`src/rtl/cnt_updown_ff_if.sv`:
```
// Control/data bundle for the structural up/down counter.
interface cnt_updown_ff_if #(
  parameter int WIDTH = 8
);
  logic             en;
  logic             ld;
  logic             up;
  logic [WIDTH-1:0] din;
  logic [WIDTH-1:0] q;
  logic             tc;

  modport master (output en, ld, up, din, input q, tc);
  modport slave  (input en, ld, up, din, output q, tc);
endinterface

```
`src/rtl/cnt_updown_ff.sv`:
```
// Loadable up/down counter built only from library cells: one dff per bit,
// a ripple toggle chain for the arithmetic and gate-level reset/load muxing.

module dff (
  input  logic clk,
  input  logic d,
  output logic q
);
  always_ff @(posedge clk) q <= d;
endmodule

module inv (
  input  logic a,
  output logic y
);
  assign y = ~a;
endmodule

module and2 (
  input  logic a,
  input  logic b,
  output logic y
);
  assign y = a & b;
endmodule

module or2 (
  input  logic a,
  input  logic b,
  output logic y
);
  assign y = a | b;
endmodule

module xor2 (
  input  logic a,
  input  logic b,
  output logic y
);
  assign y = a ^ b;
endmodule

module cnt_updown_ff #(
  parameter int WIDTH = 8
) (
  input  logic           clk,
  input  logic           rst,
  cnt_updown_ff_if.slave bus
);
  logic             rst_n, ld_n, up_n;
  logic [WIDTH:0]   tgl;    // tgl[i]: bit i flips this edge; tgl[WIDTH]: whole word wraps
  logic [WIDTH-1:0] mtch, nxt, ld_v, cnt_v, mux, d, q;

  inv u_rst_n (.a(rst),    .y(rst_n));
  inv u_ld_n  (.a(bus.ld), .y(ld_n));
  inv u_up_n  (.a(bus.up), .y(up_n));

  assign tgl[0] = bus.en;

  for (genvar i = 0; i < WIDTH; i++) begin : g_bit
    // mtch[i] = (q[i] == up): all-ones when counting up, all-zeros when down
    xor2 u_mtch (.a(q[i]),      .b(up_n),       .y(mtch[i]));
    and2 u_tgl  (.a(tgl[i]),    .b(mtch[i]),    .y(tgl[i+1]));
    xor2 u_nxt  (.a(q[i]),      .b(tgl[i]),     .y(nxt[i]));
    and2 u_ldv  (.a(bus.ld),    .b(bus.din[i]), .y(ld_v[i]));
    and2 u_cntv (.a(ld_n),      .b(nxt[i]),     .y(cnt_v[i]));
    or2  u_mux  (.a(ld_v[i]),   .b(cnt_v[i]),   .y(mux[i]));
    and2 u_rst  (.a(rst_n),     .b(mux[i]),     .y(d[i]));
    dff  u_ff   (.clk(clk),     .d(d[i]),       .q(q[i]));
  end

  and2 u_tc (.a(tgl[WIDTH]), .b(ld_n), .y(bus.tc));

  assign bus.q = q;
endmodule

```
`src/flat_wrapper.sv`:
```
// flat-port wrapper written by rule: the top's interface ports become plain ports
module cnt_updown_ff_flat 
#(
  parameter int WIDTH = 8
)
  (clk, rst, bus_en, bus_ld, bus_up, bus_din, bus_q, bus_tc);
  cnt_updown_ff_if #(.WIDTH(WIDTH)) bus_i ();
  input  logic clk;
  input  logic rst;
  input wire logic [$bits(bus_i.en)-1:0] bus_en;
  input wire logic [$bits(bus_i.ld)-1:0] bus_ld;
  input wire logic [$bits(bus_i.up)-1:0] bus_up;
  input wire logic [$bits(bus_i.din)-1:0] bus_din;
  output wire logic [$bits(bus_i.q)-1:0] bus_q;
  output wire logic [$bits(bus_i.tc)-1:0] bus_tc;
  assign bus_i.en = bus_en;
  assign bus_i.ld = bus_ld;
  assign bus_i.up = bus_up;
  assign bus_i.din = bus_din;
  assign bus_q = bus_i.q;
  assign bus_tc = bus_i.tc;
  cnt_updown_ff #(.WIDTH(WIDTH)) u_core (.clk(clk), .rst(rst), .bus(bus_i));
endmodule
```
`config.mk`:
```
export PLATFORM = sky130hd
export DESIGN_NAME = cnt_updown_ff_flat
export DESIGN_NICKNAME = d
export VERILOG_FILES = /design/src/rtl/cnt_updown_ff_if.sv /design/src/rtl/cnt_updown_ff.sv /design/src/flat_wrapper.sv
export SDC_FILE = /design/constraint.sdc
export NUM_CORES = 1
export LEC_CHECK = 0
export ABC_CLOCK_PERIOD_IN_PS = 1890
export CAP_MARGIN = 20
export CORE_UTILIZATION = 41
export CTS_CLUSTER_DIAMETER = 200
export CTS_CLUSTER_SIZE = 40
export DETAILED_ROUTE_END_ITERATION = 16
export PLACE_DENSITY = 0.76
export SLEW_MARGIN = 20
export SYNTH_ARGS = -nofsm -noshare
export SYNTH_HDL_FRONTEND = slang
export SYNTH_SLANG_ARGS = --single-unit
```
`constraint.sdc`:
```
create_clock -name clk -period 1.89 [get_ports clk]
set_input_delay 0.378 -clock clk [delete_from_list [all_inputs] [get_ports clk]]
set_output_delay 0.378 -clock clk [all_outputs]
set_load 0.05 [all_outputs]
```
* After elaboration in Yosys (flattened, before gate mapping)
Index checks and enable logic that the tools add are counted.
Word-level totals: logic and storage cells 68, output and inout bits 9, bits of input ports 13, bits in registers 8
Operators by class: bitwise gates (word level) 60
Operator list (number):
- $and 1x1->1 | 33
- $xor 1x1->1 | 16
- $or 1x1->1 | 8
- $not 1->1 | 3

* Depth between registers and ports, before layout
Gate-level depths: netlist of the first run.
depth in word-level cells 13, depth in mapped cells 5, mapped depth without buffers 4

* Hierarchy
A second synthesis of the first run with hierarchy kept.
Unflattened totals: cells, all modules 68, area, all modules 568.0 µm²
Modules (own cells, without submodules):
- and2 | cells an instance 1, times used 33, area each 6.3 µm², sequential area each 0.0 µm²
- dff | cells an instance 1, times used 8, area each 20.0 µm², sequential area each 20.0 µm²
- xor2 | cells an instance 1, times used 16, area each 8.8 µm², sequential area each 0.0 µm²
- or2 | cells an instance 1, times used 8, area each 6.3 µm², sequential area each 0.0 µm²
- inv | cells an instance 1, times used 3, area each 3.8 µm², sequential area each 0.0 µm²

* Worst setup path after synthesis of the first run
OpenSTA, ideal clock, no wires.
path kind input port to output port, start point in bus_up, end point out bus_tc, data required time 1.512 ns, setup slack -0.952 ns, data arrival time 2.464 ns, cell stages on the path 4, buffers on the path 1, path through buf_6 > nor4_4 > o21ai_2 > nor4_1
Between the ends: cells in the longest elaborated chain, start to end 11, elaborated cells between the ends (all ways) 18, those cells by class 18 x bitwise
Ends and longest elaborated chain:
- start, declared | RTL line flat_wrapper.sv:12 | input wire logic [$bits(bus_i.up)-1:0] bus_up;
- $not 1->1 * | RTL line cnt_updown_ff.sv:16 | assign y = ~a;
- $xor 1x1->1 | RTL line cnt_updown_ff.sv:40 | assign y = a ^ b;
- $and 1x1->1 (7 in series) | RTL line cnt_updown_ff.sv:24 | assign y = a & b;
- $and 1x1->1 * (2 in series) | RTL line cnt_updown_ff.sv:24
- end, declared | RTL line flat_wrapper.sv:15 | output wire logic [$bits(bus_i.tc)-1:0] bus_tc;
Every way passes the cells marked *; elsewhere a longest branch is shown, timed or not.

* Worst setup path in the final report of the first run
start point reg u_core.g_bit[0].u_ff.q, end point out bus_tc
Between the ends: cells in the longest elaborated chain, start to end 10
Ends and longest elaborated chain:
- start, declared | RTL line cnt_updown_ff.sv:7 | output logic q
- start signal, assigned | RTL line cnt_updown_ff.sv:9 | always_ff @(posedge clk) q <= d;
- $xor 1x1->1 | RTL line cnt_updown_ff.sv:40
- $and 1x1->1 (9 in series) | RTL line cnt_updown_ff.sv:24
No other way between the ends.

==> reports/results.tsv, run 1 <==
metric	value	unit
status	complete, but fails checks	
violations	setup timing	
hold_ws	548	ps
synthTopCellsByCount	buf_4, dfxtp_1, nor2_1	
yosys_warnings	0	
drt-wirelength-per-cell	11.8	um
avgSynthCellArea	8.57	um^2
core	1280	um^2
portBuffers	21	
endpoint_kind	output port	
r2r_end	u_core.g_bit[6].u_ff.q	
yosysSeqAreaShare	28.3	%
synth_seq_cells	8	
vias	557	
track_usage	22.2	%
cts_tree	built	
clk_pin_slew	60	ps
synth_area_leaders	dfxtp_1, xor2_1, buf_4	
dp_cells	99	
place_congestion	0.750	
worst_slew_pin_slew	414	ps
skew	7.20	ps
hp-start	u_core.g_bit[7].u_ff.q	
grt_max_degree	16	
synthCells	66	
power_density	630	nW/um^2
p_int	0.347	mW
pin_count	22	
grt_pass1_vias	506	
peakVddDrop	0.000344	V
yosys.area.top_type	dfxtp_1	
drc_errors	0	
postPlaceCellArea	795	um^2
critPathMaxFanout	7	
crit_end	bus_tc	
drive_gt1_share	36.7	%
critPathRequiredTime	1510	ps
die_area	1530	um^2
critPathLaunch	u_core.g_bit[0].u_ff.q	
async_flop_share	0	%
crit_arrival	1520	ps
max_freq	0.527	GHz
firstDrtPassIters	4	
largest_reg_flops	8	
finalWorstSetupSlack	-7.50	ps
synth_cell_types	26	
synth_top_area_share	28.3	%
p_sw	0.194	mW
pwr-share-seq	38.2	%
antenna_left	0	
reg2reg_depth	4	
worstHoldPathType	register to register	
use_met1	26.0	%
setup_viol	1	
numCtsBuffers	3	
root_buffer	clkbuf_4	
cts_buffer_depth	2	
use_met2	32.5	%
top_usage_layer	met2	
antenna_found_initial	0	
diodes	0	
relSlewSlack	72.4	%
fin_setup_tns	-7.50	ps
wirelength	1.24	mm
comb_power_share	36.1	%
regMostFlops	u_core.g_bit.u_ff.q	
gr-total-overflow	0	
top_regs	u_core.g_bit.u_ff.q x8	
area_growth_syn_to_layout	51.8	%
rows	13	
p_clk_share	25.6	%
nets	105	
hpwlAfterDp	869	um
drt_first_iter_violations	7	
use_met3	8.67	%
r2r-start	u_core.g_bit[0].u_ff.q	
crit_type	register to output port	
maxCapViolCount	0	
start_util	44.0	%
layout_min_cycle_time	1900	ps
final_cells	105	
grt_pass1_wl	2.17	mm
rrSetupSlack	310	ps
slew_violations	0	
die_x	39.1	um
hold_viol	0	
htreeDepth	1	
syn-num-nets	79	
cts_sinks	8	
p_leak	0.345	nW
clk-insertion-delay-late	260	ps
die_h	39.1	um
swShare	35.9	%
cp-start-kind	register	
period_share	100	%
rsz0062_at_grt	true	
cts-hold-fix-buffers	0	
synthesis.area	566	um^2
ys.flop_type	dfxtp_1	
fin_area	858	um^2
synth_edf_count	0	
via_per_inst	5.30	
-- stage by stage --
stage	total power [mW]	util [%]	worst slack, ps
2_1_floorplan	0.345	-	-2.02
6_report	0.541	66.8	-7.50
5_1_grt	0.577	66.8	-110
3_3_place_gp	0.394	61.8	-317
3_5_place_dp	0.395	61.8	-357
4_1_cts	0.548	66.0	2.63
-- metal layers --
metal | wire (um) | part of all wire, %
met1 | 556 | 45
met2 | 617 | 50
met3 | 54 | 4.3
met4 | 16 | 1.3
met5 | 0 | 0
-- repair_timing --
action | 4_1_cts | 5_1_grt
gates resized for setup | 9 | 2
hold endpoints to repair | 0 | 0
endpoints found under the setup margin | 1 | 1
pin swaps | 2 | 0
buffers inserted | 3 | 0
-- critical path, stage by stage (launching register included) --
cell and delay [ps]:
dfxtp_4 370, nor4_4 360, o21ai_4 140, nor4_4 200, buf_12 180
-- how the worst min path moves through the flow --
| stage | to | slack (ps) | depth (start not counted) |
|---|---|---|---|
| detailed placement | u_core.g_bit[7].u_ff.q | 540 | 2 |
| CTS | u_core.g_bit[7].u_ff.q | 550 | 2 |
| global route | u_core.g_bit[6].u_ff.q | 590 | 2 |
| finish | u_core.g_bit[7].u_ff.q | 550 | 2 |
| global placement | u_core.g_bit[7].u_ff.q | 550 | 2 |
| floorplan | u_core.g_bit[0].u_ff.q | 510 | 2 |
-- power groups by stage --
stage	combinational [mW]	clock, mW	sequential [mW]
2_1_floorplan	0.137	0	0.207
4_1_cts	0.193	0.148	0.207
3_3_place_gp	0.184	0	0.210
5_1_grt	0.211	0.156	0.210
6_report	0.196	0.139	0.207
3_5_place_dp	0.185	0	0.210
-- logic make-up (layout without fill, tap and decap cells) --
group                     count (synthesis)  count (layout)  share of synthesized area (%)
and+or+nand+nor                          22              22                           23.7
AOI/OAI and AO/OA                        14              14                           17.7
buffers and inverters                    12              36                           14.6
DFF                                       8               8                           28.3
xor gates and xnor gates                  9               9                           13.9
muxes                                     1               1                           1.77
-- cell usage in the layout, fill, tap and decap left out, types with 3 or more instances in the layout --
master / count
buf_4: 18
clkdlybuf4s50_1: 11
nor2_1: 8
xor2_1: 7
a211oi_1: 5
dfxtp_1: 4
nor4_4: 3
nand2_1: 3
clkbuf_4: 3
dfxtp_2: 3
-- area by class of cell --
class	count	area (um^2)
timing repair buffer	32	288
tap	15	18.8
multi-input combinational	46	358
inverter	1	3.75
clock buffer	3	22.5
sequential	8	168
fill	101	427
Note: power is estimated with default switching activity, not from simulation.
==> inputs of run 2 (changes only) <==
ABC_CLOCK_PERIOD_IN_PS = 2300   (was 1890)
CORE_UTILIZATION = 30   (was 41)
PLACE_DENSITY = not set   (was 0.76)
clock period = 2.3 ns   (was 1.89 ns; I/O delays follow)
==> reports/results.tsv, run 2 (synthesis gave the netlist of run 1 again) <==
metric	value	unit
antenna_left	0	
gr-total-overflow	0	
relSlewSlack	66.4	%
die_x	45.4	um
drc_errors	0	
final_common_cell	clkdlybuf4s50_1	
portBuffers	21	
final_cell_mix	clkdlybuf4s50_1, nor2_1, dfxtp_1	
critPathRequiredTime	1840	ps
nets	100	
slew_violations	0	
crit_arrival	1770	ps
power_density	528	nW/um^2
rsz0062_at_grt	false	
clk_pin_slew	60	ps
worst_slew_pin_slew	502	ps
die_h	45.4	um
pin_count	22	
firstDrtPassIters	4	
top_regs	u_core.g_bit.u_ff.q x8	
place_congestion	0.731	
clk-insertion-delay-late	270	ps
drive_gt1_share	17.6	%
htreeDepth	1	
hpwlAfterDp	913	um
wirelength	1.22	mm
drt_first_iter_violations	8	
final_cells	110	
numCtsBuffers	3	
root_buffer	clkbuf_4	
fin_util	47.2	%
area_growth_syn_to_layout	45.6	%
cts_sinks	8	
track_usage	13.6	%
layout_min_cycle_time	2230	ps
cp-start-kind	primary input	
vias	529	
p_leak	0.302	nW
max_freq	0.448	GHz
status	completed	
worstHoldPathType	register to register	
via_per_inst	4.81	
endpoint_kind	output port	
core	1750	um^2
nFillCells	177	
hold_viol	0	
rows	15	
postPlaceCellArea	798	um^2
skew	3.53	ps
maxCapViolCount	0	
dp_cells	107	
grt_max_degree	16	
critPathMaxFanout	6	
cts_setup_buffers	0	
fin_area	823	um^2
cts_buffer_depth	2	
crit_type	primary input to output port	
die_area	2060	um^2
diodes	0	
antenna_found_initial	0	
grt_pass1_vias	454	
drt-wirelength-per-cell	11.1	um
regMostFlops	u_core.g_bit.u_ff.q	
setup_viol	0	
largest_reg_flops	8	
cts_tree	built	
cts-hold-fix-buffers	0	
peakVddDrop	0.000229	V
grt_pass1_wl	1.96	mm
start_util	32.4	%
period_share	97.1	%
rrSetupSlack	600	ps
[run 2: worst max-delay path, cell delays in order]
cell and delay (ps):
dlygate4sd2_1 310, nor4_2 360, mux2i_2 170, nor4_4 300, buf_12 180
[run 2: path summary, 6_finish.rpt]
| check | startpoint | to | cells after the start |
|---|---|---|---|
| worst max-delay path | bus_up | bus_tc | 5 |
| worst min-delay path | u_core.g_bit[7].u_ff.q | u_core.g_bit[7].u_ff.q | 2 |
| worst max register to register | u_core.g_bit[0].u_ff.q | u_core.g_bit[6].u_ff.q | 5 |
| worst min register to register | u_core.g_bit[7].u_ff.q | u_core.g_bit[7].u_ff.q | 2 |
[run 2: layer usage]
metal  part of all wire (%)  vias to the layer above  track usage (%)
li1                       -                      272                -
met2                     47                       21             20.0
met5                      0                        -                0
met3                    6.1                        3             7.14
met4                    1.6                        0             5.45
met1                     45                      233             16.4
[run 2: power by group]
group / switching, mW / total, mW / internal, mW
logic: 0.0812 / 0.149 / 0.0675
registers: 0.0196 / 0.170 / 0.150
clock network: 0.0560 / 0.116 / 0.0603
[run 2: area by class of cell]
class / instances / area (um^2) / area share, %
multi-input combinational: 46 / 342 / 41.5
timing repair buffer: 27 / 264 / 32.1
sequential: 8 / 160 / 19.5
tap: 25 / 31.3 / 3.80
clock buffer: 3 / 22.5 / 2.74
inverter: 1 / 3.75 / 0.456
[run 2: through the flow]
| step | hold WS [ps] | TNS [ps] | total power, mW | setup slack [ps] |
|---|---|---|---|---|
| floorplan | 508 | 0 | 0.277 | 163 |
| global placement | 538 | -157 | 0.319 | -157 |
| detailed placement | 542 | -183 | 0.321 | -180 |
| CTS | 552 | 0 | 0.438 | 61.3 |
| global route | 575 | 0 | 0.462 | 18.5 |
| finish | 556 | 0 | 0.435 | 67.6 |
[run 2: what timing repair did]
action | 4_1_cts | 5_1_grt
cloned | 0 | 0
resized for setup | 1 | 1
endpoints found under the setup margin | 1 | 1
endpoints found under the hold margin | 0 | 0
==> inputs of run 3 (changes only) <==
ABC_AREA = 1   (was not set)
CORE_ASPECT_RATIO = 0.8   (was not set)
==> reports/results.tsv, run 3 <==
metric	value	unit
antenna_left	0	
crit_arrival	1580	ps
grt_pass1_wl	2.35	mm
grt_max_degree	13	
diodes	0	
antenna_found_initial	0	
peakVddDrop	0.000253	V
cts_buffer_depth	2	
layout_min_cycle_time	2040	ps
final_common_cell	nor2_1	
pin_count	22	
start_util	33.1	%
htreeDepth	1	
syn-num-nets	116	
slew_violations	0	
numCtsBuffers	3	
grt_pass1_vias	525	
portBuffers	21	
finalWorstSetupSlack	257	ps
gr-total-overflow	0	
root_buffer	clkbuf_4	
critPathMaxFanout	7	
die_area	2360	um^2
max_freq	0.490	GHz
core	1960	um^2
crit_type	primary input to output port	
synthesis.area	649	um^2
worst_slew_pin_slew	502	ps
ys.flop_type	dfxtp_1	
setup_viol	0	
clk-insertion-delay-late	250	ps
synth_area_leaders	dfxtp_1, nor2_1, buf_4	
yosysSeqAreaShare	24.7	%
period_share	88.8	%
endpoint_kind	output port	
cts_sinks	8	
synth_cell_types	18	
rows	14	
yosysMostFrequentCell	nor2_1	
die_x	54.0	um
largest_reg_flops	8	
p_leak	0.476	nW
vias	656	
maxCapViolCount	0	
hpwlAfterDp	1.05	mm
area_growth_syn_to_layout	45.3	%
drc_errors	0	
cts_tree	built	
regMostFlops	u_core.g_bit.u_ff.q	
hold_viol	0	
synth_edf_count	0	
firstDrtPassIters	4	
cp-start-kind	primary input	
drt-wirelength-per-cell	9.93	um
drt_first_iter_violations	16	
yosys_warnings	0	
synthCells	103	
nets	141	
synth_seq_cells	8	
drive_gt1_share	18.3	%
wirelength	1.49	mm
skew	1.92	ps
relSlewSlack	66.4	%
status	completed	
top_regs	u_core.g_bit.u_ff.q x8	
track_usage	14.3	%
rsz0062_at_grt	false	
via_per_inst	4.37	
place_congestion	0.845	
power_density	481	nW/um^2
fin_setup_tns	0	ps
synth_top_area_share	24.7	%
die_h	43.6	um
synthTopCellsByCount	nor2_1, nand2_1, inv_1	
worstHoldPathType	register to register	
pre_cts_ws	15.6	ps
final_cell_mix	nor2_1, clkdlybuf4s50_1, inv_1	
async_flop_share	0	%
clk_pin_slew	60	ps
yosys.area.top_type	dfxtp_1	
avgSynthCellArea	6.30	um^2
critPathRequiredTime	1840	ps
## run 3: cell count changes after synthesis, moves of 3 or more
cell      change
inv_1        +15
nand3_1      +10
a211oi_1      -5
nand2_1      +14
nor2_1       +12
xor2_1        -3
## run 3: stage by stage
step	power, mW	hold WS (ps)	instance area (um^2)	std cells	utilization [%]
after floorplan	0.288	544	654	103	-
after global placement	0.333	571	858	142	43.8
after detailed placement	0.335	582	858	142	43.8
after CTS	0.450	594	881	145	44.9
after global routing	0.486	623	943	150	48.1
final	0.453	584	943	150	48.1
## run 3: power breakdown
group	switching [mW]	internal (mW)	total [mW]
Clock	0.0501	0.0599	0.110
Sequential	0.0136	0.150	0.164
Combinational	0.100	0.0796	0.180
Total	0.164	0.290	0.453
## run 3: final timing paths
check,startpoint,to,slack (ps),depth (start not counted)
setup / recovery,bus_up,bus_tc,260,8
hold / removal,u_core.g_bit[4].u_ff.q,u_core.g_bit[4].u_ff.q,580,4
setup reg to reg,u_core.g_bit[0].u_ff.q,u_core.g_bit[4].u_ff.q,950,12
hold reg to reg,u_core.g_bit[4].u_ff.q,u_core.g_bit[4].u_ff.q,580,4
## run 3: metal layers
| layer | wire, um | vias up | track usage, % |
|---|---|---|---|
| met5 | 0 | - | 0 |
| met4 | 13 | 0 | 9.23 |
| met3 | 109 | 2 | 3.86 |
| met2 | 645 | 16 | 19.3 |
| met1 | 721 | 289 | 19.8 |
| li1 | - | 349 | - |
## run 3: repair_timing
action | in CTS | in global routing
hold buffers | 0 | 0
endpoints found under the setup margin | 0 | 1
buffers inserted | 0 | 5
gates resized for setup | 0 | 10
## run 3: critical path, stage by stage
cell            delay, ps
dlymetal6s2s_1        130
buf_6                 130
nand2_1                80
nand2_2                60
nor2_4                120
nand4_1               140
nor3_2                260
clkbuf_16             200
## run 3: kinds of logic after synthesis
logic type             synth area share (%)
flip-flops                             24.7
AND/OR/NAND/NOR                        38.0
AO/OA/AOI/OAI                          3.85
buffers and inverters                  22.7
XOR/XNOR                               10.8
## run 3: layout make-up
| cell class | count | area [um^2] |
|---|---|---|
| fill | 208 | 1020 |
| clock buffer | 3 | 22.5 |
| sequential | 8 | 160 |
| inverter | 17 | 63.8 |
| tap | 24 | 30.0 |
| multi-input combinational | 67 | 354 |
| timing repair buffer | 31 | 313 |
